<file path="config.mk">
export PLATFORM = sky130hd
export DESIGN_NAME = regfile_write_arbiter
export DESIGN_NICKNAME = d
export VERILOG_FILES = /design/src/rtl/regfile_write_arbiter_pkg.sv /design/src/rtl/regfile_write_arbiter_fifo.sv /design/src/rtl/regfile_write_arbiter.sv
export SDC_FILE = /design/constraint.sdc
export NUM_CORES = 1
export LEC_CHECK = 0
export CORE_MARGIN = 4
export CORE_UTILIZATION = 47
export CTS_BUF_LIST = sky130_fd_sc_hd__clkbuf_16
export CTS_CLUSTER_SIZE = 28
export DETAILED_ROUTE_END_ITERATION = 6
export PLACE_DENSITY = 0.73
export SETUP_SLACK_MARGIN = 0.2
export SLEW_MARGIN = 40
export SYNTH_ARGS = -nofsm -noshare
export SYNTH_HDL_FRONTEND = slang
export SYNTH_SLANG_ARGS = --single-unit
</file>
<file path="constraint.sdc">
create_clock -name clk_i -period 2.6 [get_ports clk_i]
set_input_delay 0.39 -clock clk_i [delete_from_list [all_inputs] [get_ports clk_i]]
set_output_delay 0.39 -clock clk_i [all_outputs]
set_load 0.01 [all_outputs]
</file>
<file path="src/rtl/regfile_write_arbiter_pkg.sv">
`default_nettype none
// ============================================================================
// Module  : regfile_write_arbiter_pkg
// Brief   : Shared widths, arbiter state encoding and MDU FIFO entry type.
// Revision: 1.0 - initial release
// ============================================================================
package regfile_write_arbiter_pkg;

    localparam int REG_ADDR_W = 5;
    localparam int REG_DATA_W = 32;
    localparam logic [REG_ADDR_W-1:0] REG_ZERO = 5'd0;

    typedef enum logic [1:0] {
        ST_IDLE  = 2'd0,
        ST_WAIT  = 2'd1,
        ST_STEAL = 2'd2
    } arb_state_t;

    typedef struct packed {
        logic [REG_ADDR_W-1:0] addr;
        logic [REG_DATA_W-1:0] data;
    } mdu_entry_t;

endpackage
`default_nettype wire

</file>
<file path="src/rtl/regfile_write_arbiter_fifo.sv">
`default_nettype none
// ============================================================================
// Module  : mdu_result_fifo
// Brief   : Small synchronous FIFO buffering MDU results as {addr, data}.
// Revision: 1.0 - initial release
// ============================================================================
module mdu_result_fifo
    import regfile_write_arbiter_pkg::*;
#(
    parameter int DEPTH = 2,
    parameter int CNT_W = $clog2(DEPTH) + 1
) (
    input  logic             clk,
    input  logic             rst,
    input  logic             push,
    input  logic             pop,
    input  mdu_entry_t       wr_entry,
    output mdu_entry_t       rd_entry,
    output logic             full,
    output logic             empty,
    output logic [CNT_W-1:0] count
);

    localparam int PTR_W = $clog2(DEPTH);

    mdu_entry_t       mem [DEPTH];
    logic [PTR_W-1:0] wr_ptr;
    logic [PTR_W-1:0] rd_ptr;
    logic             push_ok;
    logic             pop_ok;

    assign full     = (count == CNT_W'(DEPTH));
    assign empty    = (count == '0);
    assign push_ok  = push && !full;
    assign pop_ok   = pop && !empty;
    assign rd_entry = mem[rd_ptr];

    // Power-of-two depth lets the pointers wrap by plain overflow.
    always_ff @(posedge clk or posedge rst) begin
        if (rst) begin
            wr_ptr <= '0;
            rd_ptr <= '0;
            count  <= '0;
        end else begin
            if (push_ok) wr_ptr <= wr_ptr + PTR_W'(1);
            if (pop_ok)  rd_ptr <= rd_ptr + PTR_W'(1);
            count <= count + CNT_W'(push_ok) - CNT_W'(pop_ok);
        end
    end

    always_ff @(posedge clk) begin
        if (push_ok) mem[wr_ptr] <= wr_entry;
    end

endmodule
`default_nettype wire

</file>
<file path="src/rtl/regfile_write_arbiter.sv">
`default_nettype none
// ============================================================================
// Module  : regfile_write_arbiter
// Brief   : Shares the register-file write port between WB and buffered MDU
//           results, with a starvation steal cycle and a busy scoreboard.
// Revision: 1.0 - initial release
// ============================================================================
module regfile_write_arbiter
    import regfile_write_arbiter_pkg::*;
#(
    parameter int FIFO_DEPTH   = 2,
    parameter int STARVE_LIMIT = 4
) (
    input  logic                  clk_i,
    input  logic                  rst_i,
    input  logic                  wb_valid_i,
    input  logic [REG_ADDR_W-1:0] wb_addr_i,
    input  logic [REG_DATA_W-1:0] wb_data_i,
    input  logic                  mdu_issue_i,
    input  logic [REG_ADDR_W-1:0] mdu_issue_addr_i,
    input  logic                  mdu_valid_i,
    input  logic [REG_ADDR_W-1:0] mdu_addr_i,
    input  logic [REG_DATA_W-1:0] mdu_data_i,
    output logic                  mdu_ready_o,
    input  logic [REG_ADDR_W-1:0] rs_addr_i,
    input  logic [REG_ADDR_W-1:0] rt_addr_i,
    output logic                  hazard_o,
    output logic                  stall_o,
    output logic                  RegWrite_o,
    output logic [REG_ADDR_W-1:0] RDaddr_o,
    output logic [REG_DATA_W-1:0] RDdata_o
);

    localparam int NUM_REGS = 2 ** REG_ADDR_W;
    localparam int FCNT_W   = $clog2(FIFO_DEPTH) + 1;
    localparam int SCNT_W   = $clog2(STARVE_LIMIT) + 1;
    localparam logic [SCNT_W-1:0] STEAL_AT = SCNT_W'(STARVE_LIMIT - 1);

    arb_state_t          state, state_next;
    logic [SCNT_W-1:0]   starve_cnt, starve_next;
    logic [NUM_REGS-1:0] busy, busy_next;

    mdu_entry_t          push_entry, head;
    logic                fifo_full, fifo_empty;
    logic [FCNT_W-1:0]   fifo_count;
    logic                push, grant_wb, grant_mdu, blocked, drains;
    logic [REG_ADDR_W-1:0] wr_addr;
    logic [REG_DATA_W-1:0] wr_data;

    assign mdu_ready_o     = !fifo_full;
    assign push            = mdu_valid_i && !fifo_full;
    assign push_entry.addr = mdu_addr_i;
    assign push_entry.data = mdu_data_i;

    mdu_result_fifo #(
        .DEPTH (FIFO_DEPTH)
    ) u_fifo (
        .clk      (clk_i),
        .rst      (rst_i),
        .push     (push),
        .pop      (grant_mdu),
        .wr_entry (push_entry),
        .rd_entry (head),
        .full     (fifo_full),
        .empty    (fifo_empty),
        .count    (fifo_count)
    );

    assign stall_o  = (state == ST_STEAL);
    assign blocked  = (state == ST_WAIT) && wb_valid_i && !fifo_empty;
    assign drains   = grant_mdu && !push && (fifo_count == FCNT_W'(1));
    assign hazard_o = (busy[rs_addr_i] && (rs_addr_i != REG_ZERO)) ||
                      (busy[rt_addr_i] && (rt_addr_i != REG_ZERO));

    always_comb begin
        grant_wb  = 1'b0;
        grant_mdu = 1'b0;
        wr_addr   = wb_addr_i;
        wr_data   = wb_data_i;
        if (state == ST_STEAL) begin
            grant_mdu = !fifo_empty;
        end else if (wb_valid_i) begin
            grant_wb = 1'b1;
        end else if (!fifo_empty) begin
            grant_mdu = 1'b1;
        end
        if (grant_mdu) begin
            wr_addr = head.addr;
            wr_data = head.data;
        end
    end

    always_comb begin
        state_next  = state;
        starve_next = starve_cnt;
        case (state)
            ST_IDLE: begin
                starve_next = '0;
                if (push) state_next = ST_WAIT;
            end
            ST_WAIT: begin
                if (drains) begin
                    state_next  = ST_IDLE;
                    starve_next = '0;
                end else if (grant_mdu) begin
                    starve_next = '0;
                end else if (blocked) begin
                    starve_next = starve_cnt + SCNT_W'(1);
                    if (starve_cnt + SCNT_W'(1) == STEAL_AT) state_next = ST_STEAL;
                end
            end
            ST_STEAL: begin
                starve_next = '0;
                state_next  = drains ? ST_IDLE : ST_WAIT;
            end
            default: begin
                state_next  = ST_IDLE;
                starve_next = '0;
            end
        endcase
    end

    // Issue is applied after the drain clear so a same-cycle set wins.
    always_comb begin
        busy_next = busy;
        if (grant_mdu) busy_next[head.addr] = 1'b0;
        if (mdu_issue_i && (mdu_issue_addr_i != REG_ZERO)) busy_next[mdu_issue_addr_i] = 1'b1;
    end

    always_ff @(posedge clk_i or posedge rst_i) begin
        if (rst_i) begin
            state      <= ST_IDLE;
            starve_cnt <= '0;
            busy       <= '0;
            RegWrite_o <= 1'b0;
            RDaddr_o   <= '0;
            RDdata_o   <= '0;
        end else begin
            state      <= state_next;
            starve_cnt <= starve_next;
            busy       <= busy_next;
            if (grant_wb || grant_mdu) begin
                RegWrite_o <= (wr_addr != REG_ZERO);
                RDaddr_o   <= wr_addr;
                RDdata_o   <= wr_data;
            end else begin
                RegWrite_o <= 1'b0;
            end
        end
    end

endmodule
`default_nettype wire

</file>
# [Yosys cells after proc, flatten, opt, wreduce, memory -nomap -nowiden]
# Memory sizes are Yosys's and may differ from the RTL's.
# Cells that the tools add are included.
[totals] memories=1 mem_bits_rw=74 inputBits=94 romBits=0 out_inout_bits=41 register_bits=79 latchBits=0 wordCells=89
[memory_table] memory="u_fifo.mem" words=2 width=37 read_ports=1 rd_ports_with_merged_regs=0 write_ports=1 line="regfile_write_arbiter_fifo.sv:26" source="mdu_entry_t mem [DEPTH];"
[op_classes] reduce_logical=24 n_eq_ne=10 mux=31 n_shift=0 mul=0 bitwise_logic=3 div=0 n_lt_le_gt_ge=6 add_sub_neg=5
[ops] cell="$mux W32" count=3
[ops] cell="$and A32 B32 Y32" count=1
[ops] cell="$not A32 Y32" count=1
[ops] cell="$or A32 B32 Y32" count=1
[ops] cell="$lt A5 B6 Y1 const B" count=4
[ops] cell="$reduce_bool A5 Y1" count=4
[ops] cell="$mux W1" count=13
[ops] cell="$logic_and A1 B1 Y1" count=12
[ops] cell="$mux W3" count=4
[ops] cell="$bmux W1 S5" count=2
[ops] cell="$demux W1 S5" count=2
[ops] cell="$ge A5 B1 Y1 const B" count=2
[ops] cell="$mux W2" count=5
[ops] cell="$ne A3 B3 Y1 const B" count=2
[ops] cell="$pmux W2 S3" count=1
[ops] cell="$mux W5" count=1
[ops] cell="$eq A2 B1 Y1 const B" count=2
[ops] cell="$eq A2 B2 Y1 const B" count=2
[ops] cell="$logic_not A2 Y1" count=2
[ops] cell="$ne A4 B4 Y1 const B" count=1
[ops] cell="$reduce_and A4 Y1" count=1
[ops] cell="$add A3 B1 Y3 const B" count=1
[ops] cell="$eq A3 B2 Y1 const B" count=1
[ops] cell="$logic_not A1 Y1" count=3
[ops] cell="other kinds (6)" count=8

# [Longest topological paths before layout]
# An unclocked memory read counts as a cell.
[depth] ltp_word=10 mapped_depth=7 mapped_depth_nobuf=7

# [Cells and area by module]
# Synthesis repeated with hierarchy kept, for this count alone.
[unflattened] cells_unflattened=523 hier_area_um2=6886.6
[by_module_without_submodules] mod="regfile_write_arbiter" cells_each=389 n_inst=1 seq_area_each_um2=1876.8 area_each_um2=3932.5
[by_module_without_submodules] mod="mdu_result_fifo" cells_each=134 n_inst=1 seq_area_each_um2=2322.2 area_each_um2=2954.1

# [Least setup slack after synthesis]
# Ideal clock, no wire load.
[synth_timing] path_type="reg-to-reg" startpoint="register u_fifo.count[0]" endpoint="memory u_fifo.mem[0][0] (netlist name), enable pin" path_stages_with_launch=5 arrival_time_ps=2248 setup_time_ps=431 n_path_buf=0 setup_slack_ps=-79 cell_sequence="dfrtp_1 -> inv_1 -> nand2_1 -> nand2_1 -> nor2_1"
[synth_via] elab_chain_len=6
[synth_lines] item="from (decl)" line="regfile_write_arbiter_fifo.sv:21" source="output logic [CNT_W-1:0] count"
[synth_lines] item="from (signal assigned)" line="regfile_write_arbiter_fifo.sv:47" source="count <= count + CNT_W'(push_ok) - CNT_W'(pop_ok);"
[synth_lines] item="$eq A2 B2 Y1 *" line="regfile_write_arbiter_fifo.sv:32" source="assign full = (count == CNT_W'(DEPTH));"
[synth_lines] item="$logic_not A1 Y1 *"
[synth_lines] item="via mdu_ready_o" line="regfile_write_arbiter.sv:24" source="output logic mdu_ready_o,"
[synth_lines] item="$logic_and A1 B1 Y1" line="regfile_write_arbiter.sv:51" source="assign push = mdu_valid_i && !fifo_full;"
[synth_lines] item="$logic_and A1 B1 Y1 *" line="regfile_write_arbiter_fifo.sv:34" source="assign push_ok = push && !full;"
[synth_lines] item="$mux W1 *" line="regfile_write_arbiter_fifo.sv:52" source="if (push_ok) mem[wr_ptr] <= wr_entry;"
[synth_lines] item="$mux W1 (not written as such) *" line="regfile_write_arbiter_fifo.sv:52"
[synth_lines] item="to (decl)" line="regfile_write_arbiter_fifo.sv:26"
# The timed path passes the listed nets; every way through them passes the cells marked *.

# [Worst setup path in the final report]
[layout_timing] startpoint="register busy[12]" endpoint="output hazard_o"
[layout_via] elab_chain_len=4 word_cells_on_any_way=7 classes_between="mux: 4; reduce/logical: 3"
[layout_lines] item="from (decl)" line="regfile_write_arbiter.sv:41" source="logic [NUM_REGS-1:0] busy, busy_next;"
[layout_lines] item="from (signal assigned)" line="regfile_write_arbiter.sv:141" source="busy <= busy_next;"
[layout_lines] item="$bmux W1 S5 (on tied branches)" line="regfile_write_arbiter.sv:72, regfile_write_arbiter.sv:73"
[layout_lines] item="$mux W1 (on tied branches)" line="regfile_write_arbiter.sv:72, regfile_write_arbiter.sv:73"
[layout_lines] item="$logic_and A1 B1 Y1 (on tied branches)" line="regfile_write_arbiter.sv:72, regfile_write_arbiter.sv:73"
[layout_lines] item="$logic_or A1 B1 Y1 *" line="regfile_write_arbiter.sv:72" source="assign hazard_o = (busy[rs_addr_i] && (rs_addr_i != REG_ZERO)) ||"
[layout_lines] item="to (decl)" line="regfile_write_arbiter.sv:27" source="output logic hazard_o,"
# Mark *: on every way between the ends. The rest lies on a longest branch, timed or not. The select of a mux whose other input is x is not followed.

==> impl_results.md <==
- First-pass GRT wire length: 26.7 mm
- Vias per cell: 5.57
- Drt drc: 0
- Post-synth top area share: 0.332
- Post-synth EDFFs: 74
- Critical path class: flip-flop to primary output
- Worst path top cell family by delay: multiplexers
- Distinct cells, synth: 41
- Actual slew at the worst max-slew pin: 0.693 ns
- Final WL: 16.7 mm
- Power Density: 1050 nW/um^2
- Worst setup EP type: primary output
- Register area share after synthesis: 0.627
- CTS Root Cell: clkbuf_16
- Non-filler cells, final: 901
- Slowest CP cell: mux4_2
- Seq cells post-synth: 153
- Slew Viols, Final: 0
- Setup Viol. Count Final: 0
- FMAX: 397 MHz
- Synthesized net count: 659
- Clk_skew: 0.00591 ns
- Synth warn: 0
- Total vias in the final route: 5018
- Main synth FF type: dfrtp_1
- Placeable Area: 13900 sq um
- Detail Placement HPWL: 11.5 mm
- Wirelength per Cell: 18.5 um
- Row cnt: 43
- Relative slew margins: 0.538
- CP cell instances: mux4_2, mux2_4, a21oi_2, o21ai_1, a211o_1, buf_2
- CP Launch Type: flip-flop
- Max Root-Sink Buffers: 2
- Die footprint: 16200 sq um
- CP max FO: 3
- I/O pin cnt: 135
- Die Y: 127 um
- Pwr Total: 0.00947 W
- Die X: 127 um
- Tot GR Track Use: 0.210
- Mapped Avg Cell Area: 11.9 sq um
- CTS Buf Count: 17
- Fin crit share: 0.969
- Residual overflow from global routing: 0
- Largest net degree at the start of global routing: 80
- Initial antenna violation count: 0
- Synth Instances: 561
- H-tree levels: 4
- MaxCap Viol Count: 0
- Final worst slack: 0.0810 ns
- WP data required: 2.21 ns
- Fill cell count: 1062
- Dpl cells: 866
- Starting DRC count in detailed routing: 326
- Leakage dissipation: 3.55 nW
- Final ANT Viol Nets: 0
- DP Worst Slack: -0.561 ns
- CTS sink cnt: 153
- CTS tree: yes
- Mapped Area: 6700 sq um
- Layout cells sized above 1: 0.107
- Critical path arrival: 2.13 ns
- RSZ-0062 raised after global routing: true
- Synth-to-layout area growth: 34.3%
- Routability cong.: 0.928
- Buf/Inv on CP: 1
- Post-synth top area cell: edfxtp_1
- Synth area leaders: edfxtp_1 (33%), dfrtp_1 (30%), mux2i_1 (6.7%)
- Peak VDD IR: 0.000539 V
- Number of I/O port buffers: 134
- Fin nets: 806
- Synth async-reset ratio: 0.516
- # diodes: 0
- Starting Density: 0.480
- Clk slew on worst S/H paths: 0.06 ns
- HP Class: input pin to asynchronous set/reset pin
- Outcome: finished, final reports clean
- Critical Path Max Stage Delay: 0.46 ns
- Clock Latency Late Sink: 0.42 ns
- Minimum clock period after layout: 2.52 ns
- Number of detailed-route iterations in the first pass: 5
- Hold Vio Cnt, Final: 0
- Vias in the first global route: 5271
-- cells by family (layout without fill, tap and decap cells) --
| kind of cell | Yosys count | in the layout | synth area share |
|---|---|---|---|
| compound gates | 163 | 163 | 0.129 |
| xor+xnor | 5 | 5 | 0.00654 |
| simple gates | 138 | 138 | 0.0908 |
| flops | 153 | 153 | 0.627 |
| buf+inv | 37 | 197 | 0.0234 |
| fa+ha+maj | 4 | 4 | 0.00748 |
| mux | 61 | 61 | 0.116 |
-- placed cells by master, fill, tap and decap left out, types with 3 or more instances in the layout --
cell type	Yosys	final
clkdlybuf4s50_1	0	129
o21ai_0	83	83
dfrtp_1	79	78
edfxtp_1	74	74
nand2_1	57	57
mux2i_1	45	45
nor2_1	43	41
a21oi_1	39	39
o21ai_1	26	26
buf_4	1	18
clkbuf_16	0	17
nand3_1	12	12
inv_1	9	10
mux4_2	9	9
nor2b_1	6	6
nand2b_1	5	5
clkinv_2	0	5
xnor2_1	4	4
clkinvlp_4	0	4
ha_1	4	4
bufinv_16	0	4
buf_12	0	4
mux2_2	4	3
nand4_1	3	3
mux4_1	3	3
a31oi_1	3	3
nand3b_1	3	3
dlygate4sd2_1	0	3
-- routing by layer --
| metal | track usage | routed length, um | vias to the layer above |
|---|---|---|---|
| met1 | 0.255 | 6750 | 2456 |
| met5 | 0 | 0 | - |
| met3 | 0.0819 | 1460 | 19 |
| met2 | 0.344 | 8160 | 200 |
| li1 | - | - | 2343 |
| met4 | 0.0726 | 295 | 0 |
-- cells in the mapped netlist (2+ instances only) --
cell       number
dfrtp_1        79
nor2b_1         6
a31oi_1         3
nand4_1         3
o21ai_1        26
o21ai_0        83
ha_1            4
nand2b_1        5
nand3_1        12
o2111ai_1       3
nand3b_1        3
nand2_1        57
inv_1           9
nor3b_1         2
nor2_1         43
mux4_1          3
buf_2           5
or2_2           2
mux2i_1        45
clkbuf_1       21
a21oi_1        39
mux2_2          4
edfxtp_1       74
xnor2_1         4
mux4_2          9
and3_1          2
-- state kept, by name, summed over array words and instances (netlist names) --
name and flops:
state 2, RDaddr_o 5, u_fifo.mem 74, busy 32, u_fifo.rd_ptr 1, RegWrite_o 1
starve_cnt 3, RDdata_o 32, u_fifo.wr_ptr 1, u_fifo.count 2
-- power by group --
part | leakage, nW | switching [W] | internal (W)
combinational | 1.60 | 0.00163 | 0.00145
sequential | 1.64 | 0.000509 | 0.00335
clock | 0.301 | 0.000938 | 0.00159
-- stage by stage --
| stage | TNS [ns] | area (sq um) | hold slack (ns) | utilization |
|---|---|---|---|---|
| after floorplan | 0 | 6700 | 0.460 | - |
| after global placement | -0.523 | 8350 | 0.487 | 0.600 |
| after detailed placement | -0.561 | 8350 | 0.506 | 0.600 |
| after CTS | 0 | 8990 | 0.464 | 0.645 |
| after global routing | -0.0527 | 8990 | 0.498 | 0.645 |
| final | 0 | 8990 | 0.449 | 0.645 |
-- tightest hold or removal path: stages --
cell and delay, ns:
clkdlybuf4s50_1 0.44, clkinvlp_4 0.10, buf_12 0.36
-- worst paths after layout --
check	start	endpoint	slack [ns]	cells after the start
setup / recovery	busy[12]$_DFF_PP0_	hazard_o	0.08	6
hold / removal	rst_i	u_fifo.wr_ptr$_DFFE_PP0P_	0.45	3
setup reg to reg	u_fifo.rd_ptr$_DFFE_PP0P_	RegWrite_o$_DFF_PP0_	0.48	4
hold reg to reg	busy[5]$_DFF_PP0_	busy[5]$_DFF_PP0_	0.52	2
max in group asynchronous	rst_i	u_fifo.rd_ptr$_DFFE_PP0P_	1.80	3
min in group clk_i	wb_data_i[29]	RDdata_o[29]$_DFFE_PP0P_	0.51	3
-- area by class of cell --
| class | instances | area, sq um | area share |
|---|---|---|---|
| Clock buffer | 17 | 425 | 0.0473 |
| Inverter | 9 | 37.5 | 0.00417 |
| Tap cell | 180 | 225 | 0.0250 |
| Sequential cell | 153 | 4200 | 0.467 |
| Clock inverter | 15 | 184 | 0.0205 |
| Timing Repair Buffer | 156 | 1550 | 0.172 |
| Multi-Input combinational cell | 371 | 2370 | 0.264 |
-- repair_timing --
| action | in CTS | in global routing |
|---|---|---|
| buffers inserted | 3 | 0 |
| pin swaps | 0 | 1 |
| hold buffers | 0 | 0 |
| setup endpoints to repair | 1 | 1 |
| gates resized for setup | 11 | 1 |
Note: power is estimated with default switching activity, not from simulation.
